### src/rtl/processing_element_os_pipe.sv
// Output-stationary systolic PE: forwards A east / B south, multiply-accumulates valid pairs
// through a configurable product pipeline and drains tile results north on a shift chain.
module processing_element_os_pipe #(
  parameter int WIDTH_A    = 16,
  parameter int WIDTH_B    = 16,
  parameter int WIDTH_ACC  = 40,
  parameter int MUL_STAGES = 1
) (
  input  logic                 clk,
  input  logic                 rst,
  input  logic                 stall,
  input  logic                 signed_mode,
  input  logic                 sat_en,
  input  logic [WIDTH_A-1:0]   a_in,
  input  logic                 a_valid_in,
  input  logic [WIDTH_B-1:0]   b_in,
  input  logic                 b_valid_in,
  input  logic                 first_in,
  input  logic                 last_in,
  output logic [WIDTH_A-1:0]   a_out,
  output logic                 a_valid_out,
  output logic                 first_out,
  output logic                 last_out,
  output logic [WIDTH_B-1:0]   b_out,
  output logic                 b_valid_out,
  input  logic                 shift_en,
  input  logic [WIDTH_ACC-1:0] res_in,
  output logic [WIDTH_ACC-1:0] res_out,
  output logic                 res_valid,
  output logic                 ovf
);

  localparam int WP  = WIDTH_A + WIDTH_B;
  // Pipeline word: {valid, first, last, signed_mode, sat_en, extended product}
  localparam int LEN = WIDTH_ACC + 5;

  logic fire;
  assign fire = a_valid_in & b_valid_in;

  always_ff @(posedge clk) begin
    if (rst) begin
      a_out       <= '0;
      a_valid_out <= 1'b0;
      first_out   <= 1'b0;
      last_out    <= 1'b0;
      b_out       <= '0;
      b_valid_out <= 1'b0;
    end else if (!stall) begin
      a_out       <= a_in;
      a_valid_out <= a_valid_in;
      first_out   <= first_in;
      last_out    <= last_in;
      b_out       <= b_in;
      b_valid_out <= b_valid_in;
    end
  end

  // Operand capture stage; tags are masked so non-fire cycles become bubbles.
  logic [WIDTH_A-1:0] op_a;
  logic [WIDTH_B-1:0] op_b;
  logic               op_v, op_first, op_last, op_signed, op_sat;

  always_ff @(posedge clk) begin
    if (rst) begin
      op_a      <= '0;
      op_b      <= '0;
      op_v      <= 1'b0;
      op_first  <= 1'b0;
      op_last   <= 1'b0;
      op_signed <= 1'b0;
      op_sat    <= 1'b0;
    end else if (!stall) begin
      op_a      <= a_in;
      op_b      <= b_in;
      op_v      <= fire;
      op_first  <= fire & first_in;
      op_last   <= fire & last_in;
      op_signed <= signed_mode;
      op_sat    <= sat_en;
    end
  end

  logic [WP-1:0]        ext_a, ext_b, prod;
  logic signed [WP-1:0] prod_s;
  logic [WIDTH_ACC-1:0] p_ext;
  logic [LEN-1:0]       s0;

  always_comb begin
    if (op_signed) begin
      ext_a = {{WIDTH_B{op_a[WIDTH_A-1]}}, op_a};
      ext_b = {{WIDTH_A{op_b[WIDTH_B-1]}}, op_b};
    end else begin
      ext_a = {{WIDTH_B{1'b0}}, op_a};
      ext_b = {{WIDTH_A{1'b0}}, op_b};
    end
    prod   = ext_a * ext_b;
    prod_s = $signed(prod);
    if (op_signed) p_ext = WIDTH_ACC'(prod_s);
    else           p_ext = WIDTH_ACC'(prod);
    s0 = {op_v, op_first, op_last, op_signed, op_sat, p_ext};
  end

  logic [LEN-1:0] acc_in;

  generate
    if (MUL_STAGES == 0) begin : g_comb
      assign acc_in = s0;
    end else begin : g_pipe
      logic [LEN-1:0] q [MUL_STAGES];
      always_ff @(posedge clk) begin
        if (rst) begin
          for (int i = 0; i < MUL_STAGES; i++) q[i] <= '0;
        end else if (!stall) begin
          q[0] <= s0;
          for (int i = 1; i < MUL_STAGES; i++) q[i] <= q[i-1];
        end
      end
      assign acc_in = q[MUL_STAGES-1];
    end
  endgenerate

  logic                 in_v, in_first, in_last, in_signed, in_sat;
  logic [WIDTH_ACC-1:0] in_p;
  logic [WIDTH_ACC-1:0] acc, acc_next, sat_val;
  logic [WIDTH_ACC:0]   sum;
  logic                 ovf_now, ovf_next, cap_pend;

  always_comb begin
    in_v      = acc_in[LEN-1];
    in_first  = acc_in[LEN-2];
    in_last   = acc_in[LEN-3];
    in_signed = acc_in[LEN-4];
    in_sat    = acc_in[LEN-5];
    in_p      = acc_in[WIDTH_ACC-1:0];
    if (in_signed) begin
      sum     = {acc[WIDTH_ACC-1], acc} + {in_p[WIDTH_ACC-1], in_p};
      ovf_now = sum[WIDTH_ACC] ^ sum[WIDTH_ACC-1];
      // The extra sum bit is the true sign, so it picks the clamp direction.
      sat_val = sum[WIDTH_ACC] ? {1'b1, {(WIDTH_ACC-1){1'b0}}} : {1'b0, {(WIDTH_ACC-1){1'b1}}};
    end else begin
      sum     = {1'b0, acc} + {1'b0, in_p};
      ovf_now = sum[WIDTH_ACC];
      sat_val = '1;
    end
    if (in_first) begin
      acc_next = in_p;
      ovf_next = 1'b0;
    end else begin
      acc_next = (ovf_now && in_sat) ? sat_val : sum[WIDTH_ACC-1:0];
      ovf_next = ovf | ovf_now;
    end
  end

  always_ff @(posedge clk) begin
    if (rst) begin
      acc      <= '0;
      ovf      <= 1'b0;
      cap_pend <= 1'b0;
    end else if (!stall) begin
      if (in_v) begin
        acc      <= acc_next;
        ovf      <= ovf_next;
        cap_pend <= in_last;
      end else begin
        cap_pend <= 1'b0;
      end
    end
  end

  // A pending capture beats a shift; res_in is dropped on that cycle.
  always_ff @(posedge clk) begin
    if (rst) begin
      res_out   <= '0;
      res_valid <= 1'b0;
    end else if (!stall) begin
      if (cap_pend) begin
        res_out   <= acc;
        res_valid <= 1'b1;
      end else if (shift_en) begin
        res_out   <= res_in;
        res_valid <= 1'b0;
      end
    end
  end

endmodule

### config.mk
export PLATFORM = sky130hd
export DESIGN_NAME = processing_element_os_pipe
export DESIGN_NICKNAME = d
export VERILOG_FILES = /design/src/rtl/processing_element_os_pipe.sv
export SDC_FILE = /design/constraint.sdc
export NUM_CORES = 1
export LEC_CHECK = 0
export CAP_MARGIN = 20
export CORE_AREA = 3 3 240 242
export CTS_CLUSTER_SIZE = 20
export DETAILED_ROUTE_END_ITERATION = 6
export DIE_AREA = 0 0 243 245
export PLACE_DENSITY = 0.69
export SYNTH_ARGS = -nofsm -noshare
export SYNTH_HDL_FRONTEND = slang
export SYNTH_SLANG_ARGS = --single-unit
### constraint.sdc
create_clock -name clk -period 7.9 [get_ports clk]
set_input_delay 0.79 -clock clk [delete_from_list [all_inputs] [get_ports clk]]
set_output_delay 0.79 -clock clk [all_outputs]
set_load 0.005 [all_outputs]
# --- Word level (Yosys, flattened, before mapping) ---
# Memories as Yosys holds them, arrays and structs flattened.
# Index checks and enable logic that the tools add are counted.
op_classes:
  n_reduce_logical: 5
  muxes: 22
  bitwise_logic: 6
  n_mul: 1
  n_addsub: 2
op_table:
  columns: ["operator", "n"]
  rows:
  - ["40-bit 2-to-1 mux", 8]
  - ["40-bit by 40-bit adder with 41-bit output", 2]
  - ["32-bit 2-to-1 mux", 2]
  - ["45-bit 2-to-1 mux", 1]
  - ["45-bit OR reduction", 1]
  - ["32-bit by 32-bit multiplier with 32-bit output", 1]
  - ["1-bit 2-to-1 mux", 11]
  - ["2-bit AND reduction", 2]
  - ["1-bit bitwise AND", 3]
  - ["2-bit nonzero test", 1]
  - ["1-bit logical AND", 1]
  - ["1-bit NOT", 1]
  - ["1-bit bitwise OR", 1]
  - ["1-bit bitwise XOR", 1]
word_totals:
  wordCells: 53
  input_bits: 82
  register_bits: 124
  out_inout_bits: 78
  mem_bits_rw: 45
  memories: 1
memory_table:
  columns: ["name", "words", "word_bits", "rd", "rd_clocked_by_memory_dff", "write_ports", "line_no", "source"]
  rows:
  - ["g_pipe.q", 1, 45, 1, 0, 1, "109", "logic [LEN-1:0] q [MUL_STAGES];"]

# --- Longest topological paths before layout ---
# Gate-level depths: netlist of the first run.
# An unclocked memory read counts as a cell.
logic_depth:
  word_depth: 7
  mapped_depth: 30
  ltp_nobuf: 28

# --- Worst setup path before layout of the first run ---
# No wires, ideal clock.
synth_timing:
  path_type: "reg2reg"
  from: "register op_signed"
  to: "memory g_pipe.q[0][31] in the netlist's numbering (data pin)"
  required_ps: 7634
  setup_time_ps: 266
  arrival_ps: 7230
  period_less_slack_ps: 7496
  stages_incl_launch_ff: 26
  n_path_buf: 2
  path_slack_ps: 404
  path_cell_list: "dfxtp_1 -> clkbuf_1 -> and2_1 -> clkbuf_1 -> nand2_1 -> fa_1 -> fa_1 -> inv_1 -> fa_1 -> inv_1 -> fa_1 -> inv_1 -> fa_1 -> fa_1 -> fa_1 -> fa_1 -> ha_1 -> a21o_1 -> a21o_1 -> a21o_1 -> a221o_1 -> a221oi_1 -> o2111ai_1 -> a21oi_1 -> xnor2_1 -> nor2_1"
synth_via:
  elab_chain_len: 4
  word_cells_on_any_way: 5
  cone_classes: "1 x mul; 4 x mux"
synth_lines:
  columns: ["element", "line_no", "source"]
  rows:
  - ["start, declared", "61", "logic op_v, op_first, op_last, op_signed, op_sat;"]
  - ["start signal, assigned", "78", "op_signed <= signed_mode;"]
  - ["32-bit 2-to-1 mux", "89", "if (op_signed) begin"]
  - ["32-bit by 32-bit multiplier with 32-bit output (*)", "96", "prod = ext_a * ext_b;"]
  - ["40-bit 2-to-1 mux (*)", "98", "if (op_signed) p_ext = WIDTH_ACC'(prod_s);"]
  - ["45-bit 2-to-1 mux (no source line) (*)", null, null]
  - ["end, declared", "109", null]
# Every way passes the cells marked *; elsewhere a longest branch is shown, timed or not.

# --- Worst setup path after layout of the first run ---
layout_timing:
  from: "register op_signed"
  to: "memory g_pipe.q[0][29] in the netlist's numbering (data pin)"
# The elaborated chain is that of the path after synthesis.

==> reports/results.txt, run 1 <==
ANT cells - 0
leading post-synthesis cells by cell area - fa_1, dfxtp_1, ha_1
fraction of power consumed by the clock network - 0.309
worst setup skew after layout - 0.0164 ns
max-cap violation count - 0
Compound-Gate Fraction of Synth Area - 0.113
vias in the first global route - 17800
Port Buf Inserts - 159
Synth area leader - fa_1
crit path max fanout - 20
result of the run - completed
Fmax achieved - 0.134 GHz
clock latency on the worst-skew pair - 0.48 ns
transition time at the pin with the least slew margin - 0.970 ns
Clock Sinks - 162
total power density per cell area - 107 mW/mm^2
ys async rst share - 0
placed instance count - 3158
capture endpoint of the worst hold path - op_last$_SDFFE_PP0N_
Post-CTS Setup Repair Bufs - 0
Critical path buffers and inverters - 6
HPWL reported at the end of detailed placement - 48.0 mm
r2r startpoint - op_signed$_SDFFE_PP0N_
net count reported at finish - 3016
power after layout - 2.63 mW
vias after detailed routing - 16500
core area - 0.0553 mm^2
area overhead of the layout relative to synthesis - 14.0%
iteration count of the initial detailed-routing pass - 5
Post-Synthesis Mean Instance Area - 9.35 um^2
overflow left after global routing - 0
RR Endpoint - g_pipe.q[0][29]$_SDFFCE_PN0P_
adder-cell area share of the yosys netlist - 0.409
deepest level of the CTS H-tree - 4
vias per cell - 5.19
first-pass GRT wire length - 95.7 mm
CTS clk-pin slew, worst paths - 0.07 ns
max-slew violations - 0
number of hold buffers added after cts - 0
count of antenna-violating nets left after detailed routing - 0
commonest register cell after synthesis - dfxtp_1
Setup CP Type - flop to flop
relative slew slack - 0.353
Setup-failing EPs final - 0
antenna violations before repair - 3
area of the die - 0.0595 mm^2
number of nets in the synthesized netlist - 2899
largest net degree at the start of global routing - 81
number of flops mapped to enable cells by yosys - 38
category of the worst setup path launch point - flop
largest delay contributor family on the critical path - adder cells
Hold WC Path Type - flop to flop
Lkg Pwr - 11.6 nW
number of different library cells in the post-synthesis netlist - 77
cell at the root of the clock tree - clkbuf_16
data required time of the worst path - 8.11 ns
Non-Filler Cell Area, Final - 0.0246 mm^2
Final Routed Wirelength - 59.1 mm
largest family of logic cells by synthesized area - adder cells
switching share of power - 0.343
initial drt markers - 860
wire length per cell - 18.5 um
TritonCTS clock tree - done
CP Capture Type - flop
slowest cell delay on critical path - 0.57 ns
die extent in x - 243 um
Synth warnings - 0
switching power summed over all nets - 0.902 mW
ratio of cells with drive above 1 in the final layout - 0.0508
count of state elements after synthesis - 162
minimum setup slack in the final design - 0.412 ns
critical path's slowest cell - fa_1
combinational share of power - 0.320
internal portion of total power - 1.72 mW
final hold slack - 0.482 ns
core utilization of the finished layout - 0.445
length in cells of the worst reg-to-reg path - 25
most used cell, CP - fa_1
setup tns final - 0 ns
Post-Syn Instances - 2312
cells resized by post-CTS repair - 0
parity-gate share of the synthesized area counting xor and xnor cells - 0.0401
crit path DAT - 7.70 ns
worst hold path depth - 2
share of synthesized area occupied by flip-flops and latches - 0.168
area share of the leading cell type in the synthesized netlist - 0.312
Initial Utilization - 0.391
I/O Pins - 160
fraction of the cycle the final worst path needs - 0.948
Simple-Gate Fraction of Synth Area - 0.149
start point of the worst min-delay path - op_last$_SDFFE_PP0N_
Finished Layout Cells - 3190
maximum number of buffers from clock root to sink - 2
Die Ht - 245 um
pre-CTS setup slack - 0.245 ns
Cell Area, Placed - 0.0241 mm^2
unrepaired setup endpoints after global routing - false
portion of total power attributed to sequential cells - 0.371
Fin. Hold Viols - 0
proportion of synthesized area in mux cells - 0.0387
worst ir drop on vdd - 0.173 mV
Rows - 86
DRC violation count after routing - 0
Final GP Congestion - 0.908
summed instance area of the synthesized netlist - 0.0216 mm^2
min Tclk post-route - 7.49 ns
worst reg-to-reg setup slack - 0.41 ns
gr usage total - 0.203
clock buffers created by TritonCTS - 17
cell usage after synthesis (4+ instances only):
| library cell | number |
|---|---|
| inv_1 | 350 |
| fa_1 | 337 |
| nand2_1 | 188 |
| and2_1 | 174 |
| ha_1 | 168 |
| nor2_1 | 167 |
| dfxtp_1 | 124 |
| clkbuf_1 | 94 |
| mux2i_1 | 80 |
| a21oi_1 | 77 |
| xnor2_1 | 66 |
| a211oi_1 | 48 |
| o21ai_0 | 41 |
| edfxtp_1 | 38 |
| xor2_1 | 31 |
| a21o_1 | 29 |
| and3_1 | 28 |
| nand2b_1 | 28 |
| o22ai_1 | 23 |
| nor3_1 | 22 |
| o31ai_1 | 13 |
| a31oi_1 | 12 |
| a32o_1 | 12 |
| o21a_1 | 12 |
| nand3_1 | 10 |
| o21ai_2 | 10 |
| nor2b_1 | 9 |
| nand4_1 | 8 |
| o211ai_1 | 8 |
| o21bai_1 | 8 |
| a211o_1 | 6 |
| buf_1 | 6 |
| or3_1 | 6 |
| buf_2 | 5 |
| or2_2 | 5 |
| a21boi_0 | 4 |
| a221o_1 | 4 |
| buf_6 | 4 |
final cells by class:
type | count | area (um^2)
Clock inverter | 11 | 104
Fill cell | 5307 | 30700
Clock buffer | 21 | 450
Multi-Input combinational cell | 1688 | 16200
Inverter | 351 | 1320
Timing Repair Buffer | 209 | 1960
Tap cell | 748 | 936
Sequential cell | 162 | 3630
flip-flops by register name (all words and copies together) (netlist names):
| register | flops |
|---|---|
| g_pipe.q | 38 |
| acc | 40 |
| op_v | 1 |
| a_valid_out | 1 |
| op_signed | 1 |
| op_last | 1 |
| last_out | 1 |
| ovf | 1 |
| op_a | 16 |
| op_b | 16 |
| cap_pend | 1 |
| res_out | 40 |
| first_out | 1 |
| op_first | 1 |
| op_sat | 1 |
| b_valid_out | 1 |
| res_valid | 1 |
tightest hold or removal path, delay by kind of cell, from the launching register on:
family	cells	cell delay (ns)
AOI/OAI and AO/OA	1	0.05
DFF	1	0.33
and+or+nand+nor	1	0.07
power groups by stage:
stage	clock network, mW	registers [mW]	logic (mW)
floorplan	0	0.953	0.573
global placement	0	0.990	0.811
detailed placement	0	0.991	0.836
CTS	0.838	0.973	0.841
global route	0.868	0.981	0.946
finish	0.812	0.974	0.840
worst max-delay path by stage:
stage                                 from                             to  slack, ns  cells past startpoint
floorplan           op_signed$_SDFFE_PP0N_  g_pipe.q[0][31]$_SDFFCE_PN0P_       0.40                     25
global route        op_signed$_SDFFE_PP0N_  g_pipe.q[0][29]$_SDFFCE_PN0P_       0.10                     25
finish              op_signed$_SDFFE_PP0N_  g_pipe.q[0][29]$_SDFFCE_PN0P_       0.41                     25
global placement      op_b[6]$_SDFFE_PP0N_  g_pipe.q[0][29]$_SDFFCE_PN0P_       0.34                     19
CTS                   op_b[6]$_SDFFE_PP0N_  g_pipe.q[0][29]$_SDFFCE_PN0P_       0.25                     19
detailed placement    op_b[6]$_SDFFE_PP0N_  g_pipe.q[0][29]$_SDFFCE_PN0P_       0.24                     19
routing by layer:
metal	track usage	up-vias	share of wire
met4	0.0649	0	0.028
met3	0.0375	105	0.063
met1	0.262	8210	0.44
li1	-	7728	-
met2	0.346	501	0.47
met5	0	-	0
cells in the final DEF, fill, tap and decap left out, drive strengths merged, types with 67 or more instances in the layout:
| cell type | instances |
|---|---|
| mux2i | 82 |
| xnor2 | 67 |
| and2 | 174 |
| nand2 | 188 |
| ha | 168 |
| dfxtp | 124 |
| inv | 354 |
| fa | 337 |
| a21oi | 77 |
| nor2 | 168 |
| clkdlybuf4s50 | 157 |
cells by family after synthesis:
group / Yosys count
fa+ha+maj: 505
flops: 162
xor+xnor: 98
buf+inv: 462
compound gates: 345
simple gates: 658
mux: 82
(Power assumes the default switching activity.)
==> inputs of run 2 (changes only) <==
--- a/config.mk
+++ b/config.mk
@@ -6,10 +6,10 @@
 export NUM_CORES = 1
 export LEC_CHECK = 0
 export CAP_MARGIN = 20
-export CORE_AREA = 3 3 240 242
+export CORE_AREA = 2 2 239 241
 export CTS_CLUSTER_SIZE = 20
 export DETAILED_ROUTE_END_ITERATION = 6
-export DIE_AREA = 0 0 243 245
+export DIE_AREA = 0 0 241 243
 export PLACE_DENSITY = 0.69
 export SYNTH_ARGS = -nofsm -noshare
 export SYNTH_HDL_FRONTEND = slang
==> run 2 against run 1 <==
Compared with the run above:
- die area shrank 1.6%
- highest routed layer unchanged
- utilization shrank 0.44 points
- final area grew 0.17%
- critical path depth is the same
==> reports/results.txt, run 2 (synthesis results as in run 1) <==
result of the run - completed
most used cell, CP - fa_1
commonest non-fill, non-tap cell in the layout - inv_1
worst ir drop on vdd - 0.181 mV (+4.5%)
ANT cells - 0 (unchanged)
count of antenna-violating nets left after detailed routing - 0 (unchanged)
die extent in x - 241 um (-0.82%)
r2r startpoint - op_a[15]$_SDFFE_PP0N_
clock buffers created by TritonCTS - 17 (unchanged)
Initial Utilization - 0.386 (-0.00449)
Clock Sinks - 162 (unchanged)
area of the die - 0.0586 mm^2 (-1.6%)
overflow left after global routing - 0 (unchanged)
initial drt markers - 848 (-1.4%)
HPWL reported at the end of detailed placement - 47.1 mm (-1.9%)
first-pass GRT wire length - 94.2 mm (-1.6%)
Largest regs - acc x40, res_out x40, g_pipe.q x38
Fin. Hold Viols - 0 (unchanged)
number of hold buffers added after cts - 0 (unchanged)
cell count along the critical path - 25 (unchanged)
DRC violation count after routing - 0 (unchanged)
total power density per cell area - 109 mW/mm^2 (+1.9%)
Hold WC Path Type - flop to flop
critical path endpoint - g_pipe.q[0][29]$_SDFFCE_PN0P_
Final GP Congestion - 0.899 (-0.98%)
clock latency on the worst-skew pair - 0.48 ns (about the same)
multi-input combinational cell area - 0.0162 mm^2 (about the same)
CP Capture Type - flop
transition time at the pin with the least slew margin - 0.978 ns (+0.00814 ns)
max-cap violation count - 0 (unchanged)
core area - 0.0560 mm^2 (+1.2%)
crit path max fanout - 23 (+15%)
vias in the first global route - 17600 (-1.0%)
worst setup skew after layout - 0.0210 ns (+0.00457 ns)
worst reg-to-reg setup slack - 0.38 ns (-0.03 ns)
Die Ht - 243 um (-0.82%)
cell at the root of the clock tree - clkbuf_16
net count reported at finish - 3014 (-0.066%)
category of the worst setup path launch point - flop
vias after detailed routing - 16600 (+0.27%)
deepest level of the CTS H-tree - 4 (unchanged)
area overhead of the layout relative to synthesis - 14.2%
Setup-failing EPs final - 0 (unchanged)
Rows - 87 (+1.2%)
largest delay contributor family on the critical path - adder cells
Fmax achieved - 0.133 GHz (-0.40%)
gr usage total - 0.205 (+0.00208)
TritonCTS clock tree - done
vias per cell - 5.19 (about the same)
length in cells of the worst reg-to-reg path - 25 (unchanged)
critical path's slowest cell - fa_1
Critical path buffers and inverters - 6 (unchanged)
wire length per cell - 18.3 um (-1.4%)
setup tns final - 0 ns (unchanged)
relative slew slack - 0.347 (-0.00632)
unrepaired setup endpoints after global routing - false
ratio of cells with drive above 1 in the final layout - 0.0500 (-0.000778)
fraction of the cycle the final worst path needs - 0.952 (+0.00385)
Filler Cell Count - 5350 (+0.81%)
min Tclk post-route - 7.52 ns (+0.0304 ns)
I/O Pins - 160 (unchanged)
iteration count of the initial detailed-routing pass - 6 (+1)
crit path DAT - 7.72 ns (+0.02 ns)
Port Buf Inserts - 159 (unchanged)
antenna violations before repair - 0 (-3)
Setup CP Type - flop to flop
Lkg Pwr - 11.7 nW (+0.16%)
largest net degree at the start of global routing - 55 (-32%)
final hold slack - 0.482 ns (-0.000159 ns)
Post-CTS Setup Repair Bufs - 0 (unchanged)
max-slew violations - 0 (unchanged)
maximum number of buffers from clock root to sink - 2 (unchanged)
sequential cell area - 0.00363 mm^2 (about the same)
commonest cells after routing, fill and taps aside - inv_1, fa_1, nand2_1
launching element of the worst setup path - op_a[15]$_SDFFE_PP0N_
RR Endpoint - g_pipe.q[0][29]$_SDFFCE_PN0P_
slowest cell delay on critical path - 0.57 ns (about the same)
CTS clk-pin slew, worst paths - 0.08 ns (about the same)
data required time of the worst path - 8.10 ns (about the same)
Final Routed Wirelength - 58.4 mm (-1.2%)
==> run 2: report_power, final <==
group | internal, mW | total, mW | switching, mW
Sequential | 0.903 | 0.971 | 0.0681
Combinational | 0.374 | 0.834 | 0.460
Clock | 0.443 | 0.875 | 0.432
Total | 1.72 | 2.68 | 0.960
==> run 2: metrics by stage <==
step | util | power [mW] | cell area [um^2] | instances | setup WS, ns
after floorplan | - | 1.53 | 21600 | 2312 | 0.404
after global placement | 0.430 | 1.79 | 24100 | 3164 | 0.365
after detailed placement | 0.430 | 1.82 | 24100 | 3164 | 0.252
after CTS | 0.441 | 2.71 | 24700 | 3196 | 0.231
after global routing | 0.441 | 2.85 | 24700 | 3196 | 0.0202
final | 0.441 | 2.68 | 24700 | 3196 | 0.381
==> run 2: area by class of cell <==
type                    count  share of cell area
repair buffers            207              0.0789
multi-input cells        1688               0.658
flip-flops and latches    162               0.147
clock buffers              18              0.0183
clock inverters            14             0.00629
well taps                 756              0.0383
inverters                 351              0.0534
==> run 2: timing repair <==
action                     CTS  global route
hold endpoints to repair     0             0
resized for setup            0             5
setup endpoints to repair    0             4
==> run 2: worst min-delay path by stage <==
stage,start,endpoint,slack (ns),cells after the start
finish,res_valid$_SDFFE_PP0P_,res_valid$_SDFFE_PP0P_,0.48,2
global route,res_valid$_SDFFE_PP0P_,res_valid$_SDFFE_PP0P_,0.49,2
CTS,res_valid$_SDFFE_PP0P_,res_valid$_SDFFE_PP0P_,0.48,2
detailed placement,res_valid$_SDFFE_PP0P_,res_valid$_SDFFE_PP0P_,0.47,2
global placement,res_valid$_SDFFE_PP0P_,res_valid$_SDFFE_PP0P_,0.46,2
floorplan,op_first$_SDFFE_PP0N_,op_first$_SDFFE_PP0N_,0.44,2
==> run 2: metal layers <==
| layer | global-route usage | vias up | wire [um] |
|---|---|---|---|
| met3 | 0.0421 | 84 | 3620 |
| met4 | 0.0565 | 0 | 1320 |
| met1 | 0.268 | 8284 | 25600 |
| met2 | 0.344 | 488 | 27800 |
| met5 | 0 | - | 0 |
| li1 | - | 7732 | - |
==> run 2: worst min-delay path, delay by kind of cell, from the launching register on <==
| family | cells | cell delay (ns) |
|---|---|---|
| flip-flops | 1 | 0.31 |
| AO/OA/AOI/OAI | 2 | 0.13 |
